==> src/rtl/fp8_sched_pkg.sv <==
// Shared types and constants for the FP8 operation scheduler:
// FSM state encoding, opcodes and the captured-request record.
package fp8_sched_pkg;

    typedef enum logic [1:0] {
        ST_IDLE  = 2'd0,
        ST_ISSUE = 2'd1,
        ST_WAIT  = 2'd2,
        ST_RESP  = 2'd3
    } sched_state_e;

    localparam logic [1:0] OP_ADD  = 2'b00;
    localparam logic [1:0] OP_SUB  = 2'b01;
    localparam logic [1:0] OP_MUL  = 2'b10;
    localparam logic [1:0] OP_PASS = 2'b11;

    // E4M3 NaN, returned on an aborted operation
    localparam logic [7:0] FP8_NAN = 8'h7F;

    typedef struct packed {
        logic [7:0] a;
        logic [7:0] b;
        logic [1:0] op;
    } fp8_req_t;

endpackage

==> src/rtl/fp8_rr_arb.sv <==
// Round-robin priority search: first valid requester at or above i_ptr,
// wrapping modulo N_REQ.
module fp8_rr_arb #(
    parameter int N_REQ = 2,
    parameter int PW    = 1
) (
    input  logic [N_REQ-1:0] i_valid,
    input  logic [PW-1:0]    i_ptr,
    output logic [N_REQ-1:0] o_grant,
    output logic [PW-1:0]    o_idx,
    output logic             o_any
);

    logic [PW-1:0] w_cand [N_REQ];

    // w_cand[k] is the requester examined k-th, i.e. (ptr + k) mod N_REQ
    for (genvar k = 0; k < N_REQ; k++) begin : g_cand
        logic [PW:0] w_sum;
        assign w_sum    = {1'b0, i_ptr} + (PW+1)'(k);
        assign w_cand[k] = (w_sum >= (PW+1)'(N_REQ)) ? PW'(w_sum - (PW+1)'(N_REQ))
                                                      : PW'(w_sum);
    end

    // Scan from lowest priority to highest so the last hit wins
    always_comb begin
        o_idx = '0;
        o_any = 1'b0;
        for (int k = N_REQ - 1; k >= 0; k--) begin
            if (i_valid[w_cand[k]]) begin
                o_idx = w_cand[k];
                o_any = 1'b1;
            end
        end
    end

    assign o_grant = o_any ? (N_REQ'(1) << o_idx) : '0;

endmodule

==> src/rtl/fp8_op_sched.sv <==
// Arbitrates N_REQ requesters onto one FP8 unit, one operation in flight,
// with a WAIT-state timeout that returns NaN and flags rsp_err.
module fp8_op_sched
    import fp8_sched_pkg::*;
#(
    parameter int N_REQ   = 2,
    parameter int TIMEOUT = 15
) (
    input  logic                 clk,
    input  logic                 rst,
    input  logic [N_REQ-1:0]     req_valid,
    output logic [N_REQ-1:0]     req_ready,
    input  logic [8*N_REQ-1:0]   req_a,
    input  logic [8*N_REQ-1:0]   req_b,
    input  logic [2*N_REQ-1:0]   req_op,
    output logic [N_REQ-1:0]     rsp_valid,
    input  logic [N_REQ-1:0]     rsp_ready,
    output logic [7:0]           rsp_data,
    output logic                 rsp_err,
    output logic                 dp_start,
    output logic [7:0]           dp_a,
    output logic [7:0]           dp_b,
    output logic [1:0]           dp_op,
    input  logic                 dp_done,
    input  logic [7:0]           dp_result,
    output logic                 busy
);

    localparam int PW = $clog2(N_REQ);

    sched_state_e     r_state, w_state_nxt;
    logic [PW-1:0]    r_ptr;
    logic [PW-1:0]    r_grant;
    logic [7:0]       r_timer;
    fp8_req_t         r_req;
    logic [7:0]       r_rsp_data;
    logic             r_rsp_err;

    logic [N_REQ-1:0] w_arb_grant;
    logic [PW-1:0]    w_arb_idx;
    logic             w_arb_any;
    logic             w_acc;
    logic             w_done;
    logic             w_tmo;
    logic             w_rsp_hs;

    fp8_rr_arb #(
        .N_REQ (N_REQ),
        .PW    (PW)
    ) u_arb (
        .i_valid (req_valid),
        .i_ptr   (r_ptr),
        .o_grant (w_arb_grant),
        .o_idx   (w_arb_idx),
        .o_any   (w_arb_any)
    );

    assign w_acc    = (r_state == ST_IDLE) && w_arb_any;
    assign w_done   = (r_state == ST_WAIT) && dp_done;
    // Timer counts completed WAIT cycles; abort when this cycle would make it TIMEOUT.
    // dp_done on that same cycle takes precedence.
    assign w_tmo    = (r_state == ST_WAIT) && !dp_done && (r_timer == 8'(TIMEOUT - 1));
    assign w_rsp_hs = (r_state == ST_RESP) && rsp_ready[r_grant];

    always_ff @(posedge clk) begin
        if (rst) r_state <= ST_IDLE;
        else     r_state <= w_state_nxt;
    end

    always_comb begin
        w_state_nxt = r_state;
        req_ready   = '0;
        rsp_valid   = '0;
        dp_start    = 1'b0;
        busy        = 1'b1;
        case (r_state)
            ST_IDLE: begin
                busy = 1'b0;
                if (!rst) req_ready = w_arb_grant;
                if (w_arb_any) w_state_nxt = ST_ISSUE;
            end
            ST_ISSUE: begin
                dp_start    = !rst;
                w_state_nxt = ST_WAIT;
            end
            ST_WAIT: begin
                if (w_done || w_tmo) w_state_nxt = ST_RESP;
            end
            ST_RESP: begin
                rsp_valid[r_grant] = !rst;
                if (w_rsp_hs) w_state_nxt = ST_IDLE;
            end
            default: w_state_nxt = ST_IDLE;
        endcase
    end

    always_ff @(posedge clk) begin
        if (rst) begin
            r_ptr      <= '0;
            r_grant    <= '0;
            r_timer    <= '0;
            r_req      <= '0;
            r_rsp_data <= 8'h00;
            r_rsp_err  <= 1'b0;
        end else begin
            if (w_acc) begin
                r_grant  <= w_arb_idx;
                r_req.a  <= req_a[8*w_arb_idx +: 8];
                r_req.b  <= req_b[8*w_arb_idx +: 8];
                r_req.op <= req_op[2*w_arb_idx +: 2];
            end
            if (r_state == ST_ISSUE)     r_timer <= '0;
            else if (r_state == ST_WAIT) r_timer <= r_timer + 8'd1;
            if (w_done) begin
                r_rsp_data <= dp_result;
                r_rsp_err  <= 1'b0;
            end else if (w_tmo) begin
                r_rsp_data <= FP8_NAN;
                r_rsp_err  <= 1'b1;
            end
            if (w_rsp_hs) r_ptr <= (r_grant == PW'(N_REQ - 1)) ? '0 : r_grant + 1'b1;
        end
    end

    assign dp_a     = r_req.a;
    assign dp_b     = r_req.b;
    assign dp_op    = r_req.op;
    assign rsp_data = r_rsp_data;
    assign rsp_err  = r_rsp_err;

endmodule

==> config.mk <==
export PLATFORM = sky130hd
export DESIGN_NAME = fp8_op_sched
export DESIGN_NICKNAME = d
export VERILOG_FILES = /design/src/rtl/fp8_sched_pkg.sv /design/src/rtl/fp8_rr_arb.sv /design/src/rtl/fp8_op_sched.sv
export SDC_FILE = /design/constraint.sdc
export NUM_CORES = 1
export LEC_CHECK = 0
export BUFFER_PORTS_ARGS = -buffer_cell sky130_fd_sc_hd__buf_2
export CORE_MARGIN = 2
export CORE_UTILIZATION = 50
export CTS_CLUSTER_SIZE = 30
export DETAILED_ROUTE_END_ITERATION = 6
export MAX_ROUTING_LAYER = met4
export PLACE_DENSITY = 0.84
export SLEW_MARGIN = 10
export SYNTH_ARGS = -nofsm -noshare
export SYNTH_HDL_FRONTEND = slang
export SYNTH_SLANG_ARGS = --single-unit
export TNS_END_PERCENT = 1
==> constraint.sdc <==
create_clock -name clk -period 3.55 [get_ports clk]
set_clock_uncertainty 0.1 [all_clocks]
set_input_delay 0.5325 -clock clk [delete_from_list [all_inputs] [get_ports clk]]
set_output_delay 0.5325 -clock clk [all_outputs]
set_load 0.1 [all_outputs]
Word-level counts from Yosys, hierarchy flattened:

Cells that the tools add are included.

* register bits after elaboration: 39
* output and inout bits: 33

* add/sub/neg operators: 5
* order comparisons: 6
* eq/ne operators: 7
* shift-type cells: 4
* muxes and demuxes: 27
* bitwise gates (word level): 1
* reduce and logical (&&, ||, !) cells: 14

Operators by type and width (count)
* variable part select 16 x 5 -> 8 bit: 2
* two-way mux 1 bit: 16
* two-way mux 8 bit: 2
* two-way mux 2 bit: 7
* adder 8 x 1 -> 8 bit, second input constant: 1
* == test 8 x 4 -> 1 bit, second input constant: 1
* one-hot mux 2 bit (4 select lines): 1
* logical AND 1 bit: 6
* < comparator 1 x 2 -> 1 bit, second input constant: 3
* == test 2 bit, second input constant: 2
* != test 2 x 1 -> 1 bit, second input constant: 2
* OR reduction 2 bit: 2
* variable part select 4 x 3 -> 2 bit: 1
* AND reduction 3 bit: 1
* adder 1 x 1 -> 2 bit, second input constant: 1
* bitwise AND 2 bit: 1
* == test 2 x 1 -> 1 bit, second input constant: 1
* greater-or-equal comparator 1 x 2 -> 1 bit, second input constant: 1
* greater-or-equal comparator 2 bit, second input constant: 1
* logical NOT 1 bit: 2
* logical NOT 2 bit: 1
* != test 2 bit, second input constant: 1
* nonzero test 2 bit: 1
* left shift 1 x 1 -> 2 bit, first input constant: 1
* other kinds (5): 6

Logic depth before layout (Yosys ltp):

Gate-level depths: netlist of run 1.

* depth after elaboration: 11
* depth in mapped cells: 7
* mapped depth without buffers: 6

Cells and area by module:

From an unflattened synthesis of run 1, not the netlist that was laid out.

* cells, all modules: 201
* area, all modules: 1829.3 sq um

By module, submodules not included
* fp8_op_sched: instances 1, cells each 196, area an instance 1796.7 sq um, seq. area each 780.7 sq um
* fp8_rr_arb: instances 1, cells each 5, area an instance 32.5 sq um, seq. area each 0.0 sq um

Worst setup path before layout of run 1:

No wires, ideal clock.

* path type: input to output
* start point: in rst
* end point: out rsp_valid[0]
* data arrival time: 3.097 ns
* data required time: 2.917 ns
* path slack: -0.180 ns
* cell stages on the path: 3
* path buffers: 2
* cell sequence: buf_2 > clkbuf_1 > nor3b_1

* word-level cells in the longest chain between the ends: 3

Ends and longest elaborated chain
* start: declaration: RTL line fp8_op_sched.sv:10 `input logic rst,`
* logical NOT 1 bit: RTL line fp8_op_sched.sv:90 `rsp_valid[r_grant] = !rst;`
* bitwise AND 2 bit (no line)
* two-way mux 2 bit: RTL line fp8_op_sched.sv:76 `case (r_state)`
* end: declaration: RTL line fp8_op_sched.sv:16 `output logic [N_REQ-1:0] rsp_valid,`

No other way between the ends.

Final worst setup path of run 1:

* start point: reg r_state[0]
* end point: out req_ready[0]

* word-level cells in the longest chain between the ends: 2

Ends and longest elaborated chain
* start: declaration: RTL line fp8_op_sched.sv:31 `sched_state_e r_state, w_state_nxt;`
* start signal: assignment: RTL line fp8_op_sched.sv:67 `else r_state <= w_state_nxt;`
* logical NOT 2 bit: RTL line fp8_op_sched.sv:76
* two-way mux 2 bit: RTL line fp8_op_sched.sv:76
* end: declaration: RTL line fp8_op_sched.sv:12 `output logic [N_REQ-1:0] req_ready,`

No other way between the ends.

==> results of run 1 <==
[area by class of cell]
cell class                 count  area [sq um]  area share
inverter                       7          26.3      0.0109
clock inverter                 3          43.8      0.0182
sequential                    39           781       0.324
multi-input combinational    142          1000       0.415
clock buffer                   5          68.8      0.0285
timing repair buffer          85           430       0.179
tap                           48          60.1      0.0249
[sequential cells by signal (all words and copies together) (netlist names)]
name      flops
rsp_err       1
dp_b          8
r_state       2
dp_op         2
r_ptr         1
r_timer       8
rsp_data      8
dp_a          8
r_grant       1
[metal layers]
layer / GRT usage / up-vias / share of wire
li1: - / 854 / -
met1: 0.232 / 751 / 0.46
met2: 0.314 / 71 / 0.46
met3: 0.0428 / 4 / 0.073
met4: 0.0911 / 0 / 0.0097
met5: - / - / 0
[placed cells by master (no fill, tap or decap), types with 2 or more instances in the layout]
| master | netlist | layout |
|---|---|---|
| buf_2 | 6 | 83 |
| buf_4 | 2 | 2 |
| clkbuf_8 | 0 | 5 |
| ha_1 | 7 | 7 |
| a211oi_2 | 8 | 8 |
| a21oi_1 | 6 | 6 |
| nand4_2 | 2 | 2 |
| xor2_1 | 4 | 4 |
| o21ai_0 | 2 | 2 |
| nand4_1 | 2 | 2 |
| nand3_1 | 2 | 2 |
| nand2_1 | 5 | 5 |
| a211oi_1 | 12 | 12 |
| dfxtp_1 | 39 | 39 |
| o21a_1 | 8 | 8 |
| or3_1 | 2 | 2 |
| nand2b_1 | 3 | 3 |
| nor2b_1 | 2 | 2 |
| mux2i_1 | 20 | 20 |
| nor3b_1 | 2 | 2 |
| nor2_1 | 43 | 43 |
| inv_1 | 6 | 6 |
[where the power goes]
group / internal [mW] / switching (mW)
registers: 0.553 / 0.0729
clock network: 0.209 / 0.156
logic: 0.277 / 1.10
total: 1.04 / 1.33
[cells by family (layout without fill, tap and decap cells)]
kind of cell | Yosys count | after routing | synth area share
compound gates | 41 | 41 | 0.179
xor+xnor | 5 | 5 | 0.0234
fa+ha+maj | 7 | 7 | 0.0468
buf+inv | 18 | 100 | 0.0481
flops | 39 | 39 | 0.417
mux | 20 | 20 | 0.107
simple gates | 69 | 69 | 0.178
[worst paths after layout]
kind,startpoint,end,depth (start not counted)
worst max-delay path,r_state[0]$_SDFFE_PP0P_,req_ready[0],5
worst min-delay path,rsp_data[3]$_SDFFE_PP0P_,rsp_data[3]$_SDFFE_PP0P_,1
worst max register to register,r_state[0]$_SDFFE_PP0P_,dp_a[7]$_SDFFE_PP0P_,6
worst min register to register,rsp_data[3]$_SDFFE_PP0P_,rsp_data[3]$_SDFFE_PP0P_,1
==> metrics, run 1 <==
post-CTS setup buffers 0; total length of routed wires 3910 um; WP data arrival 1720 ps; Tcrit/Tclk final 0.662; CP Class reg -> out; WHS 366 ps; DP Worst Slack 1260 ps; # fillers 323; area leader, netlist dfxtp_1; Max Fanout on Critical Path 4; fin crit period 2350 ps; Layout Cells excl Fill 329; Avg Synthesized Cell Area 9.41 sq um; Starting Density 0.515; total gr overflow 0; final hold vios 0; root buffer cell clkbuf_8; clock sink count 39; slowest cell delay on critical path 460 ps; synth warn 0; worst skew pair latency 290 ps; setup violation total in the final timing report 0; Final GP Congestion 0.832; measured slew at the worst slew-check pin 824 ps; routed len/inst 11.9 um; H-tree depth 2; critical path buffer and inverter count 2; static leakage 1.20 nW; post-route cell area 2410 sq um; Tot Pwr 2.37 mW; Synth top area share 0.417; Area Overhead vs Synth 28.8%; standard-cell rows 22; Via Count 1680; Crit. End Element output pin; fin util 0.664; DRC viols 0; Detail Placement HPWL 3000 um; synth unique cells 36; largest cells by area after synthesis dfxtp_1, mux2i_1, nor2_1; DRT antenna net count 0; max-cap viol count 0; most instantiated cells after synthesis nor2_1, dfxtp_1, mux2i_1, a211oi_1; setup_tns 0 ps; # IOs 84; Cell Pwr Density 983 nW/um^2; cts hold-fix bufs 0; port bufs 83; Synthesized Nets 257; vias in the first global route 1543; dpl cell area 2300 sq um; share of layout cells above drive strength 1 0.388; fin nets 338; Reg2Reg Setup Slack 1600 ps; synthesized area 1870 sq um; Tot GR Track Use 0.194; routed vias/inst 5.11; placed instance count 321; Slew HR 0.450; final setup margin 1200 ps; post-CTS resize count 0; Clk pin slew, worst setup/hold paths 80 ps; Worst setup SP type flip-flop; ys async rst share 0; drt initial violations 68; CP top delay family buffers and inverters; CTS tree done; Die Y 65.2 um; Yosys reg bits 39; number of flops mapped to enable cells by yosys 0; die area 4250 sq um; drt pass-1 iters 6; unrepaired setup endpoints after global routing false; hold crit path type reg -> reg; CP required 2920 ps; Worst VDD drop 0.000567 V; Final Max Tran Viols 0; cells along the critical path inv_1 -> ha_1 -> nand2b_1 -> a211oi_1 -> buf_2; ys flop type dfxtp_1; Gate Count Post-Synth 199; core box area 3630 sq um; Die Width 65.2 um; count leader, synth nor2_1; Crit-path slowest cell buf_2; number of diodes 0; first-pass GRT wire length 6290 um; outcome finished clean; Max Freq 0.425 GHz; clock buffer depth 2; largest net degree at the start of global routing 38; initial antenna violation count 0; total CTS buffers 5; sequential area share after synthesis 0.417
Power figures use the tool's default switching activity.
==> run 2: changes to the inputs <==
CORE_UTILIZATION = 42   (was 50)
PLACE_DENSITY = 0.75   (was 0.84)
clock period = 2 ns   (was 3.55 ns; I/O delays follow)
==> run 2 against run 1 <==
Against the previous run: worst setup slack lost 1100 ps; first-iteration DRC count increased by 8.8%; utilization shrank 8.2 points; total power rose by 79%; final area is 4.4% higher; sequential power increased by 79%; sequential share of layout area decreased by 1.4 points; non-clock buffer count up 4.
==> metrics, run 2 (synthesized netlist as in run 1, its figures left out) <==
Crit-path slowest cell dfxtp_1; Tot GR Track Use 0.179; setup_tns 0 ps; WP data arrival 1510 ps; root buffer cell clkbuf_8; # IOs 84; CP Class reg -> out; Tot Pwr 4.25 mW; worst skew pair latency 290 ps; static leakage 1.22 nW; clock sink count 39; commonest non-fill, non-tap cells in the layout buf_2, nor2_1, dfxtp_1; worst r2r path cells 7; die area 5010 sq um; share of layout cells above drive strength 1 0.413; Reg2Reg Setup Slack 280 ps; Starting Density 0.433; Die Y 70.8 um; Area Overhead vs Synth 34.4%; Slew HR 0.673; clock buffer depth 2; DRT antenna net count 0; setup violation total in the final timing report 0; area taken by multi-input logic gates 1040 sq um; max-cap viol count 0; total length of routed wires 4050 um; Worst Hold Path EP rsp_err$_SDFFE_PP0P_; CP required 1600 ps; routed len/inst 12.1 um; drt pass-1 iters 4; worst setup path startpoint r_state[1]$_SDFFE_PP0P_; Tcrit/Tclk final 0.954; Die Width 70.8 um; Worst VDD drop 0.00119 V; Final GP Congestion 0.750; measured slew at the worst slew-check pin 494 ps; vias in the first global route 1615; DRC viols 0; fin crit period 1910 ps; Clk pin slew, worst setup/hold paths 70 ps; standard-cell rows 24; Worst setup SP type flip-flop; initial antenna violation count 0; cts hold-fix bufs 0; H-tree depth 2; hold crit path type in -> reg; DR top layer met4; FF-to-FF Start r_state[1]$_SDFFE_PP0P_; final hold vios 0; total CTS buffers 5; outcome finished clean; Detail Placement HPWL 3100 um; # fillers 411; first-pass GRT wire length 7000 um; commonest non-fill, non-tap cell in the layout buf_2; Crit. End Element output pin; Max Freq 0.524 GHz; cells along the critical path inv_1 -> ha_2 -> nand2b_4 -> a211oi_4 -> buf_12; Storage cell area 781 sq um; RR Endpoint dp_op[0]$_SDFFE_PP0P_; Final Max Tran Viols 0; routed vias/inst 4.88; routed wl met3 335 um; metal1 wirelength 1800 um; hold path startpoint dp_done; drt initial violations 74; Met2 Wirelength 1850 um; Max Fanout on Critical Path 4; total gr overflow 0; Via Count 1636; unrepaired setup endpoints after global routing false; fin nets 342; number of diodes 0; Cell Pwr Density 1690 nW/um^2; CTS tree done; port bufs 83; slowest cell delay on critical path 350 ps; core box area 4320 sq um; Hold Path Stages 2; largest net degree at the start of global routing 25
## run 2: cell count changes in the layout (fill, tap and decap cells not counted), sizes merged
cell    previous run  this run
buf               85        89
clkinv             2         0
bufinv             1         0
clkbuf             5         6
## run 2: metal layers
layer / vias up / GRT usage
li1: 855 / -
met1: 710 / 0.208
met2: 64 / 0.288
met3: 7 / 0.0598
met4: 0 / 0.0692
met5: - / -
## run 2: how the worst max path moves through the flow
stage	end	cells past startpoint
finish	req_ready[0]	5
detailed placement	req_ready[1]	5
floorplan	req_ready[0]	4
CTS	req_ready[0]	5
global route	req_ready[0]	5
global placement	req_ready[1]	5
## run 2: power by group
group	internal [mW]	leakage, nW	switching [mW]	total, mW
clock	0.232	0.0371	0.249	0.481
combinational	0.650	0.864	2.00	2.65
sequential	0.982	0.320	0.134	1.12
## run 2: repair_timing
action / CTS / global route
resized for setup: 1 / 4
endpoints found under the setup margin: 1 / 2
hold endpoints to repair: 0 / 0
pin swaps: 0 / 1
buffers inserted: 0 / 0
## run 2: worst max-delay path, delay by kind of cell, from the launching register on
kind                       cells  cell delay (ps)
DFF                            1              350
buffers and inverters          2              320
and+or+nand+nor                1               80
AOI/OAI and AO/OA              1              250
adders and majority gates      1              230
## run 2: layout make-up
class,count,share of cell area
Tap cell,52,0.0259
Multi-Input combinational cell,142,0.412
Sequential cell,39,0.310
Inverter,7,0.0104
Timing Repair Buffer,89,0.213
Clock buffer,6,0.0288
## run 2: per-stage QoR
step	instance area (sq um)	worst slack, ps	std cells	util	hold WS [ps]
finish	2520	91.4	335	0.582	180
global route	2520	2.23	335	0.582	184
CTS	2500	20.8	335	0.578	173
detailed placement	2420	267	329	0.560	351
global placement	2420	331	329	0.560	343
floorplan	1890	-346	199	-	318
